--- src/rtl/eth_axis_tx_arbiter_core.sv ---
// Frame-atomic round-robin merge of CHANNELS AXI-Stream TX sources into one
// MAC-facing stream. A frame that runs past MAX_FRAME_LEN beats is cut short
// with tlast+tuser, and its tail is swallowed. Per-channel frame counters and
// a truncation counter are provided for status.

// Per-channel slice: ready gating plus that channel's forwarded-frame counter.
module eth_axis_tx_arbiter_chan #(
  parameter int CNT_WIDTH = 16
) (
  input  logic                 clk,
  input  logic                 rst,
  input  logic                 sel_i,
  input  logic                 ready_en_i,
  input  logic                 frame_done_i,
  output logic                 tready_o,
  output logic [CNT_WIDTH-1:0] frame_cnt_o
);
  logic [CNT_WIDTH-1:0] cnt_q, cnt_d;

  assign tready_o    = sel_i & ready_en_i;
  assign frame_cnt_o = cnt_q;

  // Count a frame when its last beat (real or forced) enters the output register; wraps.
  always_comb begin
    cnt_d = cnt_q;
    if (sel_i && frame_done_i) cnt_d = cnt_q + CNT_WIDTH'(1);
  end

  // Counter register.
  always_ff @(posedge clk) begin
    if (rst) cnt_q <= '0;
    else     cnt_q <= cnt_d;
  end
endmodule

module eth_axis_tx_arbiter_core #(
  parameter int CHANNELS      = 4,
  parameter int DATA_WIDTH    = 8,
  parameter int MAX_FRAME_LEN = 1518,
  parameter int CNT_WIDTH     = 16,
  localparam int CH_W         = (CHANNELS > 1) ? $clog2(CHANNELS) : 1
) (
  input  logic                           clk,
  input  logic                           rst,
  input  logic [CHANNELS*DATA_WIDTH-1:0] s_axis_tdata,
  input  logic [CHANNELS-1:0]            s_axis_tvalid,
  output logic [CHANNELS-1:0]            s_axis_tready,
  input  logic [CHANNELS-1:0]            s_axis_tlast,
  input  logic [CHANNELS-1:0]            s_axis_tuser,
  output logic [DATA_WIDTH-1:0]          m_axis_tdata,
  output logic                           m_axis_tvalid,
  input  logic                           m_axis_tready,
  output logic                           m_axis_tlast,
  output logic                           m_axis_tuser,
  output logic [CH_W-1:0]                m_axis_tid,
  output logic [CHANNELS*CNT_WIDTH-1:0]  stat_frame_count,
  output logic [CNT_WIDTH-1:0]           stat_trunc_count,
  output logic                           busy
);
  localparam int BC_W = $clog2(MAX_FRAME_LEN + 1);

  localparam logic [1:0] S_IDLE   = 2'd0;
  localparam logic [1:0] S_ACTIVE = 2'd1;
  localparam logic [1:0] S_DROP   = 2'd2;

  logic [1:0]            state_q, state_d;
  logic [CH_W-1:0]       rr_q, rr_d;
  logic [CH_W-1:0]       grant_q, grant_d;
  logic [BC_W-1:0]       beat_cnt_q, beat_cnt_d;
  logic [DATA_WIDTH-1:0] m_tdata_q, m_tdata_d;
  logic                  m_tvalid_q, m_tvalid_d;
  logic                  m_tlast_q, m_tlast_d;
  logic                  m_tuser_q, m_tuser_d;
  logic [CH_W-1:0]       m_tid_q, m_tid_d;
  logic [CNT_WIDTH-1:0]  trunc_q, trunc_d;

  logic [DATA_WIDTH-1:0] s_data_a [CHANNELS];
  logic                  g_valid, g_last, g_user;
  logic [DATA_WIDTH-1:0] g_data;
  logic                  load_en, accept, trunc_hit, frame_done, ready_en;
  logic                  arb_hit;
  logic [CH_W-1:0]       arb_idx, cand;

  // Per-channel slices: data unpacking, ready gating, frame counters.
  for (genvar i = 0; i < CHANNELS; i++) begin : g_ch
    assign s_data_a[i] = s_axis_tdata[i*DATA_WIDTH +: DATA_WIDTH];
    eth_axis_tx_arbiter_chan #(.CNT_WIDTH(CNT_WIDTH)) u_chan (
      .clk          (clk),
      .rst          (rst),
      .sel_i        (grant_q == CH_W'(i)),
      .ready_en_i   (ready_en),
      .frame_done_i (frame_done),
      .tready_o     (s_axis_tready[i]),
      .frame_cnt_o  (stat_frame_count[i*CNT_WIDTH +: CNT_WIDTH])
    );
  end

  assign g_valid = s_axis_tvalid[grant_q];
  assign g_last  = s_axis_tlast[grant_q];
  assign g_user  = s_axis_tuser[grant_q];
  assign g_data  = s_data_a[grant_q];

  // The output register may take a new beat when empty or being drained.
  assign load_en    = !m_tvalid_q || m_axis_tready;
  assign ready_en   = (state_q == S_ACTIVE) ? load_en : (state_q == S_DROP);
  assign accept     = (state_q == S_ACTIVE) && load_en && g_valid;
  assign trunc_hit  = accept && !g_last &&
                      ((beat_cnt_q + BC_W'(1)) == BC_W'(MAX_FRAME_LEN));
  assign frame_done = accept && (g_last || trunc_hit);

  // Round-robin search: first requesting channel after rr_q, wrapping.
  always_comb begin
    arb_hit = 1'b0;
    arb_idx = rr_q;
    cand    = rr_q;
    for (int i = 1; i <= CHANNELS; i++) begin
      cand = CH_W'((int'(rr_q) + i) % CHANNELS);
      if (!arb_hit && s_axis_tvalid[cand]) begin
        arb_hit = 1'b1;
        arb_idx = cand;
      end
    end
  end

  // Frame FSM, beat counter, output register and truncation counter next-state.
  always_comb begin
    state_d    = state_q;
    rr_d       = rr_q;
    grant_d    = grant_q;
    beat_cnt_d = beat_cnt_q;
    m_tdata_d  = m_tdata_q;
    m_tvalid_d = m_tvalid_q;
    m_tlast_d  = m_tlast_q;
    m_tuser_d  = m_tuser_q;
    m_tid_d    = m_tid_q;
    trunc_d    = trunc_q;

    if (load_en) m_tvalid_d = accept;
    if (accept) begin
      m_tdata_d  = g_data;
      m_tid_d    = grant_q;
      m_tlast_d  = g_last || trunc_hit;
      m_tuser_d  = (g_user && g_last) || trunc_hit;
      beat_cnt_d = beat_cnt_q + BC_W'(1);
    end
    if (trunc_hit) trunc_d = trunc_q + CNT_WIDTH'(1);

    case (state_q)
      S_IDLE: begin
        if (arb_hit) begin
          grant_d    = arb_idx;
          beat_cnt_d = '0;
          state_d    = S_ACTIVE;
        end
      end
      S_ACTIVE: begin
        if (accept && g_last) begin
          rr_d    = grant_q;
          state_d = S_IDLE;
        end else if (trunc_hit) begin
          state_d = S_DROP;
        end
      end
      S_DROP: begin
        if (g_valid && g_last) begin
          rr_d    = grant_q;
          state_d = S_IDLE;
        end
      end
      default: state_d = S_IDLE;
    endcase
  end

  // State registers; reset discards any in-flight frame and the output beat.
  always_ff @(posedge clk) begin
    if (rst) begin
      state_q    <= S_IDLE;
      rr_q       <= CH_W'(CHANNELS - 1);
      grant_q    <= '0;
      beat_cnt_q <= '0;
      m_tdata_q  <= '0;
      m_tvalid_q <= 1'b0;
      m_tlast_q  <= 1'b0;
      m_tuser_q  <= 1'b0;
      m_tid_q    <= '0;
      trunc_q    <= '0;
    end else begin
      state_q    <= state_d;
      rr_q       <= rr_d;
      grant_q    <= grant_d;
      beat_cnt_q <= beat_cnt_d;
      m_tdata_q  <= m_tdata_d;
      m_tvalid_q <= m_tvalid_d;
      m_tlast_q  <= m_tlast_d;
      m_tuser_q  <= m_tuser_d;
      m_tid_q    <= m_tid_d;
      trunc_q    <= trunc_d;
    end
  end

  assign m_axis_tdata     = m_tdata_q;
  assign m_axis_tvalid    = m_tvalid_q;
  assign m_axis_tlast     = m_tlast_q;
  assign m_axis_tuser     = m_tuser_q;
  assign m_axis_tid       = m_tid_q;
  assign stat_trunc_count = trunc_q;
  assign busy             = (state_q != S_IDLE) || m_tvalid_q;
endmodule

--- config.mk ---
export PLATFORM = sky130hd
export DESIGN_NAME = eth_axis_tx_arbiter_core
export DESIGN_NICKNAME = d
export VERILOG_FILES = /design/src/rtl/eth_axis_tx_arbiter_core.sv
export SDC_FILE = /design/constraint.sdc
export NUM_CORES = 1
export LEC_CHECK = 0
export CAP_MARGIN = 20
export CELL_PAD_IN_SITES_DETAIL_PLACEMENT = 1
export CELL_PAD_IN_SITES_GLOBAL_PLACEMENT = 2
export CORE_AREA = 5 5 130 132
export CTS_BUF_LIST = sky130_fd_sc_hd__clkbuf_16
export DETAILED_ROUTE_END_ITERATION = 8
export DIE_AREA = 0 0 135 137
export DONT_BUFFER_PORTS = 1
export PLACE_DENSITY = 0.78
export SYNTH_ARGS = -nofsm -noshare
export SYNTH_HDL_FRONTEND = slang
export SYNTH_SLANG_ARGS = --single-unit
--- constraint.sdc ---
create_clock -name clk -period 3.8 [get_ports clk]
set_clock_uncertainty 0.05 [all_clocks]
set_input_delay 1.14 -clock clk [delete_from_list [all_inputs] [get_ports clk]]
set_output_delay 1.14 -clock clk [all_outputs]
set_load 0.02 [all_outputs]
==> results of run 1 <==
[cell type report]
class / instances / area, um2
inverter: 17 / 63.81
fill: 1836 / 9483
sequential: 110 / 2202
tap: 216 / 270.3
clock buffer: 9 / 225.2
multi-input combinational: 499 / 3197
timing repair buffer: 13 / 122.6
clock inverter: 7 / 33.78
[sequential cells by signal (all words and copies together), names as in the netlist]
register and flops:
g_ch.u_chan.frame_cnt_o 64, stat_trunc_count 16, beat_cnt_q 11, m_axis_tdata 8, grant_q 2, m_axis_tid 2
rr_q 2, state_q 2, m_axis_tlast 1, m_axis_tuser 1, m_axis_tvalid 1
[cell families (layout without fill, tap and decap cells)]
family,after synthesis,count (layout)
and+or+nand+nor,278,278
AOI/OAI and AO/OA,183,183
DFF,110,110
buffers and inverters,68,46
muxes,18,18
xor gates and xnor gates,13,13
adders and majority gates,7,7
[stage by stage]
step           std cells  utilization  hold WS (ns)  worst slack (ns)  instance area [um2]
6_report             871       0.3920        0.4853            0.4184                 6115
5_1_grt              871       0.3920        0.5238            0.3656                 6115
3_5_place_dp         855       0.3754        0.4710           0.06228                 5856
3_3_place_gp         855       0.3754        0.4517           0.07007                 5856
2_1_floorplan        677            -        0.4240            0.2504                 5672
4_1_cts              871       0.3920        0.4891            0.4371                 6115
[power breakdown]
| part | internal [W] | switching [W] |
|---|---|---|
| logic | 0.0000706 | 0.000115 |
| registers | 0.00117 | 0.0000334 |
| clock network | 0.000435 | 0.000437 |
| total | 0.00167 | 0.000585 |
[routing by layer]
metal  global-route usage  share of wire  vias up
li1                     -              -     2498
met1               0.2192           0.43     2635
met2               0.3082           0.50       97
met3              0.04449          0.056       16
met4              0.05319          0.014        0
met5                    0              0        -
[worst max path at each step]
stage | startpoint | endpoint | slack [ns] | depth (start not counted)
finish | s_axis_tlast[3] | stat_trunc_count[15] | 0.42 | 6
global route | s_axis_tlast[3] | stat_trunc_count[7] | 0.37 | 6
CTS | s_axis_tlast[3] | stat_trunc_count[15] | 0.44 | 6
detailed placement | s_axis_tlast[3] | stat_trunc_count[15] | 0.06 | 6
global placement | s_axis_tlast[3] | stat_trunc_count[15] | 0.07 | 6
floorplan | s_axis_tlast[3] | stat_trunc_count[15] | 0.25 | 6
[layout by cell type, fill, tap and decap left out, types with 3 or more instances in the layout]
master     count
nand3b_1       4
nor2_1        37
or3_1         14
nand4_1       15
inv_1         19
clkinv_1       3
mux4_2        11
nor2b_1        8
clkbuf_16      9
xor2_1         8
o21ai_0        6
nor3_1         5
xnor2_1        5
o31ai_1       56
nand2_1       68
or2_2          5
ha_1           7
a21oi_1       91
o21ai_1       12
and4_1         4
dfxtp_1      110
mux2i_1        3
nand3_1       26
nand2b_1       5
mux2_1         4
buf_4         11
and3_1        13
or4_1         58
nor4_1         7
[worst register-to-register path, cell delays in order (launching register included)]
cell and delay (ns):
dfxtp_1 0.64, mux4_2 0.39, nand3_4 0.08, or4_1 0.55
or4_1 0.51, buf_4 0.21, nor4_1 0.28, mux2_1 0.36
==> impl_metrics.yaml, run 1 <==
synthesis:
  async_reset_ff_frac: 0
  muxShareOfSynthArea: 0.05692
  ys.flop_type: "dfxtp_1"
  synthXorXnorAreaFrac: 0.02008
  synth_edf_count: 0
  mappedNetlistArea_um2: 5672
  synth_top_area_share: 0.3883
  synth_simple_gate_area_frac: 0.2735
  netlist_instances: 677
  synth-compound-area-share: 0.1974
  synth_top_area_cell: "dfxtp_1"
  avgSynthCellArea_um2: 8.378
  yosys_warnings: 0
  yosys-top-cells-area: "dfxtp_1 39%, a21oi_1 8.0%, or4_1 7.7%"
  ys_types: 53
  synth.ff_latch_count: 110
  seq_area_frac_synth: 0.3883
  synth_fp_nets: 731
  synth_most_common_cell: "dfxtp_1"
  synth_top_family_by_area: "simple AND/OR/NAND/NOR gates"
  synth_fa_ha_area_frac: 0.01544
  synth_common_cells: "110 x dfxtp_1, 91 x a21oi_1, 68 x nand2_1"
min_path:
  min_path_cells: 2
  hold_path.class: "reg2reg"
  min_to: "beat_cnt_q[10]"
  min_from: "beat_cnt_q[10]"
run:
  maxCapViolCount: 0
layout:
  drive_above_1_share: 0.06565
  syn2layout_area_growth_pct: 7.809
  nets: 704
  n_antenna_cell: 0
cts:
  postCtsSetupBuffers: 0
  cts_buffers: 9
  cts.sinks: 110
  cts_resized: 0
  path_clk_slew_ns: 0.07
  htree_levels: 3
  cts-root-buf: "clkbuf_16"
  cts_buffer_depth: 2
  ctsHoldBuffers: 0
  insertion_delay_ns: 0.35
  cts_tree: "built"
drt:
  drtIter0Drc: 167
  totalWireLength_mm: 16.97
  wire_per_inst_um: 19.48
  drt_first_pass_iters: 6
  ant_nets: 0
  vias: 5246
  vias_per_cell: 6.023
  post-route-drc-count: 0
die:
  std_cell_rows: 46
  initial_core_util: 0.3636
  ios: 145
  core_area_um2: 15600
  die_h_um: 137
  dieArea_um2: 18500
  die_x_um: 135
global_routing:
  grt_pass1_wl_mm: 27.10
  antenna_found_initial: 0
  grt-ovfl-total: 0
  grtUsageTotal: 0.1780
  first_global_vias: 5262
  grt_start_max_net_pins: 106
pwr:
  p_leak_nw: 1.816
  vdd_drop_max_uv: 195.7
  p_total_w: 0.002258
  p_per_area_nw_per_um2: 369.3
worst_setup_path:
  critical_path_required_ns: 3.98
  rrSetupSlack_ns: 0.63
  startpoint_type: "input port"
  crit_buf_inv: 1
  crit_top_cell: "or4_1"
  cp_slowest_cell: "or4_1"
  rr_endpoint: "stat_trunc_count[15]"
  worst_ep_arrival_time_ns: 3.57
  path_max_fanout: 19
  slowest_delay_ns: 0.55
  r2r-start: "grant_q[1]"
  path_cells: "mux4_2, or4_1, or4_1, buf_4, nor4_1, mux2_1"
  cp-end-kind: "flop"
  reg2regPathDepth: 7
  worst-setup-path-type: "in2reg"
  cpLargestDelayFamily: "simple AND/OR/NAND/NOR gates"
timing:
  hold_viol: 0
  final.setup.tns_ns: 0
  slew_headroom: 0.6174
  rsz0062_at_grt: "false"
  period_needed_ns: 3.382
  drv_slew: 0
  fmax_mhz: 295.7
  setup_viol: 0
  period_share: 0.8899
  worst_slew_pin_slew_ns: 0.5725
placed_design:
  port_buffers: 0
  place_congestion: 0.7788
  hpwl_mm: 11.97
status:
  status: "finished clean"
Note: power is estimated with default switching activity, not from simulation.
==> run 2: changes to the inputs <==
--- a/config.mk
+++ b/config.mk
@@ -8,12 +8,13 @@
 export CAP_MARGIN = 20
 export CELL_PAD_IN_SITES_DETAIL_PLACEMENT = 1
 export CELL_PAD_IN_SITES_GLOBAL_PLACEMENT = 2
-export CORE_AREA = 5 5 130 132
+export CORE_AREA = 5 5 127 129
 export CTS_BUF_LIST = sky130_fd_sc_hd__clkbuf_16
 export DETAILED_ROUTE_END_ITERATION = 8
-export DIE_AREA = 0 0 135 137
+export DIE_AREA = 0 0 132 134
 export DONT_BUFFER_PORTS = 1
-export PLACE_DENSITY = 0.78
+export PLACE_DENSITY = 0.77
 export SYNTH_ARGS = -nofsm -noshare
 export SYNTH_HDL_FRONTEND = slang
+export SYNTH_HIERARCHICAL = 1
 export SYNTH_SLANG_ARGS = --single-unit
==> run 2 against run 1 <==
- combinational power decreased by 16%
- power is 1.7% higher
- die area shrank 4.4%
- fmax rose by 0.60%
- clock power rose by 7.6%
- core utilization fell by 0.058 points
- largest cell class unchanged
==> impl_metrics.yaml, run 2 <==
status:
  status: "finished clean"
min_path:
  hold_path.class: "reg2reg"
synthesis:
  async_reset_ff_frac: 0
  synth_most_common_cell: "dfxtp_1"
  synth_top_area_share: 0.4110
  seq_area_frac_synth: 0.4110
  synth_edf_count: 0
  ys.flop_type: "dfxtp_1"
  synth.ff_latch_count: 110
  mappedNetlistArea_um2: 5358
  avgSynthCellArea_um2: 8.669
  synth_common_cells: "110 x dfxtp_1, 73 x nand2_1, 67 x nor2_1"
  synth_fp_nets: 672
  yosys-top-cells-area: "dfxtp_1 41%, a21oi_1 5.1%, nand2_1 5.1%"
  ys_types: 51
  yosys_warnings: 6
  netlist_instances: 618
  synth_top_area_cell: "dfxtp_1"
drt:
  post-route-drc-count: 0
  drt_first_pass_iters: 4
  totalWireLength_mm: 14.94
  ant_nets: 0
  vias: 4466
  vias_per_cell: 5.555
  wire_per_inst_um: 18.59
  drtIter0Drc: 152
global_routing:
  antenna_found_initial: 0
  grt-ovfl-total: 0
  grt_pass1_wl_mm: 24.29
  grtUsageTotal: 0.1659
  grt_start_max_net_pins: 98
  first_global_vias: 4622
timing:
  fmax_mhz: 297.5
  final.setup.tns_ns: 0
  setup_viol: 0
  holdWs_ns: 0.4834
  slew_headroom: 0.5861
  postLayoutSetupSlackWorst_ns: 0.4386
  drv_slew: 0
  period_needed_ns: 3.361
  rsz0062_at_grt: "false"
  worst_slew_pin_slew_ns: 0.6209
  period_share: 0.8846
  hold_viol: 0
cts:
  postCtsSetupBuffers: 0
  htree_levels: 3
  cts_resized: 0
  cts_tree: "built"
  cts_buffer_depth: 2
  path_clk_slew_ns: 0.07
  cts-root-buf: "clkbuf_16"
  cts.sinks: 110
  ctsHoldBuffers: 0
  cts_buffers: 9
  insertion_delay_ns: 0.35
layout:
  design_area_um2: 5841
  syn2layout_area_growth_pct: 9.014
  nets: 666
  largest_reg_flops: 64
  drive_above_1_share: 0.1073
  final_cell_mix: "110 x dfxtp_1, 73 x nand2_1, 67 x nor2_1"
  mostFrequentLayoutCell: "dfxtp_1"
  fin_cells: 804
worst_setup_path:
  worst_ep_arrival_time_ns: 3.59
  critical_path_required_ns: 4.03
  cp-end-kind: "flop"
  reg2regPathDepth: 11
  path_max_fanout: 14
  r2r-start: "beat_cnt_q[0]"
  rrSetupSlack_ns: 0.45
  crit_end: "g_ch[1].u_chan/frame_cnt_o[15]"
  worstSetupStartpoint: "s_axis_tlast[3]"
  worst-setup-path-type: "in2reg"
  startpoint_type: "input port"
  rr_endpoint: "g_ch[1].u_chan/frame_cnt_o[15]"
placed_design:
  place_ws_ns: 0.07585
  place_area_um2: 5559
  dp_cells: 789
  hpwl_mm: 10.82
  port_buffers: 0
  place_congestion: 0.7718
die:
  ios: 145
  core_area_um2: 14920
  initial_core_util: 0.3591
  dieArea_um2: 17690
  die_h_um: 134
  die_x_um: 132
  std_cell_rows: 45
pwr:
  p_per_area_nw_per_um2: 393.4
  vdd_drop_max_uv: 188.6
  p_leak_nw: 1.929
run:
  maxCapViolCount: 0
==> run 2: changes by cell type in the layout (fill, tap and decap cells not counted), moves of 6 or more <==
cell,previous run,this run
o31ai_1,56,9
xnor2_1,5,27
xor2_1,8,30
nor2_1,37,67
a21oi_1,91,55
nor3_1,5,18
nand4_1,15,21
or4_1,58,10
==> run 2: kinds of logic (layout without fill, tap and decap cells) <==
family | count (synthesis) | in the layout | synth area share
buffers and inverters | 43 | 40 | 0.03293
adders and majority gates | 7 | 7 | 0.01635
other | 0 | 1 | 0
xor gates and xnor gates | 57 | 57 | 0.09318
AOI/OAI and AO/OA | 96 | 96 | 0.1058
DFF | 110 | 110 | 0.4110
and+or+nand+nor | 290 | 290 | 0.2868
muxes | 15 | 15 | 0.05395
==> run 2: report_power, final <==
part	leakage, nW	total [W]	internal, W	switching (W)
clock	0.135	0.000937	0.000501	0.000435
sequential	0.888	0.00120	0.00117	0.0000341
combinational	0.906	0.000156	0.0000635	0.0000926
total	1.93	0.00230	0.00174	0.000562
==> run 2: critical path, stage by stage <==
cell,delay [ns]
mux4_2,0.48
nand2b_4,0.17
a2111oi_4,0.21
o2111ai_2,0.16
nor2b_1,0.19
inv_2,0.24
and4_1,0.26
nand2_1,0.10
or4_1,0.47
a21oi_1,0.17
==> run 2: layout make-up <==
class / instances / area, um2
inverter: 14 / 52.55
antenna: 1 / 2.502
tap: 188 / 235.2
clock inverter: 5 / 53.80
multi-input combinational: 465 / 2979
sequential: 110 / 2202
clock buffer: 9 / 225.2
fill: 1724 / 9080
timing repair buffer: 12 / 90.09
==> run 2: metal layers <==
layer | vias to the layer above | wire length (um) | track usage
met3 | 17 | 743 | 0.04351
met5 | - | 0 | 0
met2 | 72 | 7585 | 0.2858
met1 | 2186 | 6402 | 0.2008
met4 | 0 | 212 | 0.05657
li1 | 2191 | - | -
==> run 2: through the flow <==
| step | total power (W) | utilization |
|---|---|---|
| 2_1_floorplan | 0.001361 | - |
| 3_3_place_gp | 0.001386 | 0.3726 |
| 3_5_place_dp | 0.001393 | 0.3726 |
| 4_1_cts | 0.002333 | 0.3913 |
| 5_1_grt | 0.002392 | 0.3913 |
| 6_report | 0.002297 | 0.3914 |
==> run 2: worst min path at each step <==
stage	from	to	slack [ns]	cells past startpoint
6_report	state_q[1]	state_q[0]	0.48	1
5_1_grt	state_q[1]	state_q[0]	0.53	1
4_1_cts	state_q[1]	state_q[0]	0.49	1
3_5_place_dp	state_q[1]	state_q[0]	0.48	1
3_3_place_gp	state_q[1]	state_q[0]	0.46	1
2_1_floorplan	state_q[1]	state_q[0]	0.41	1
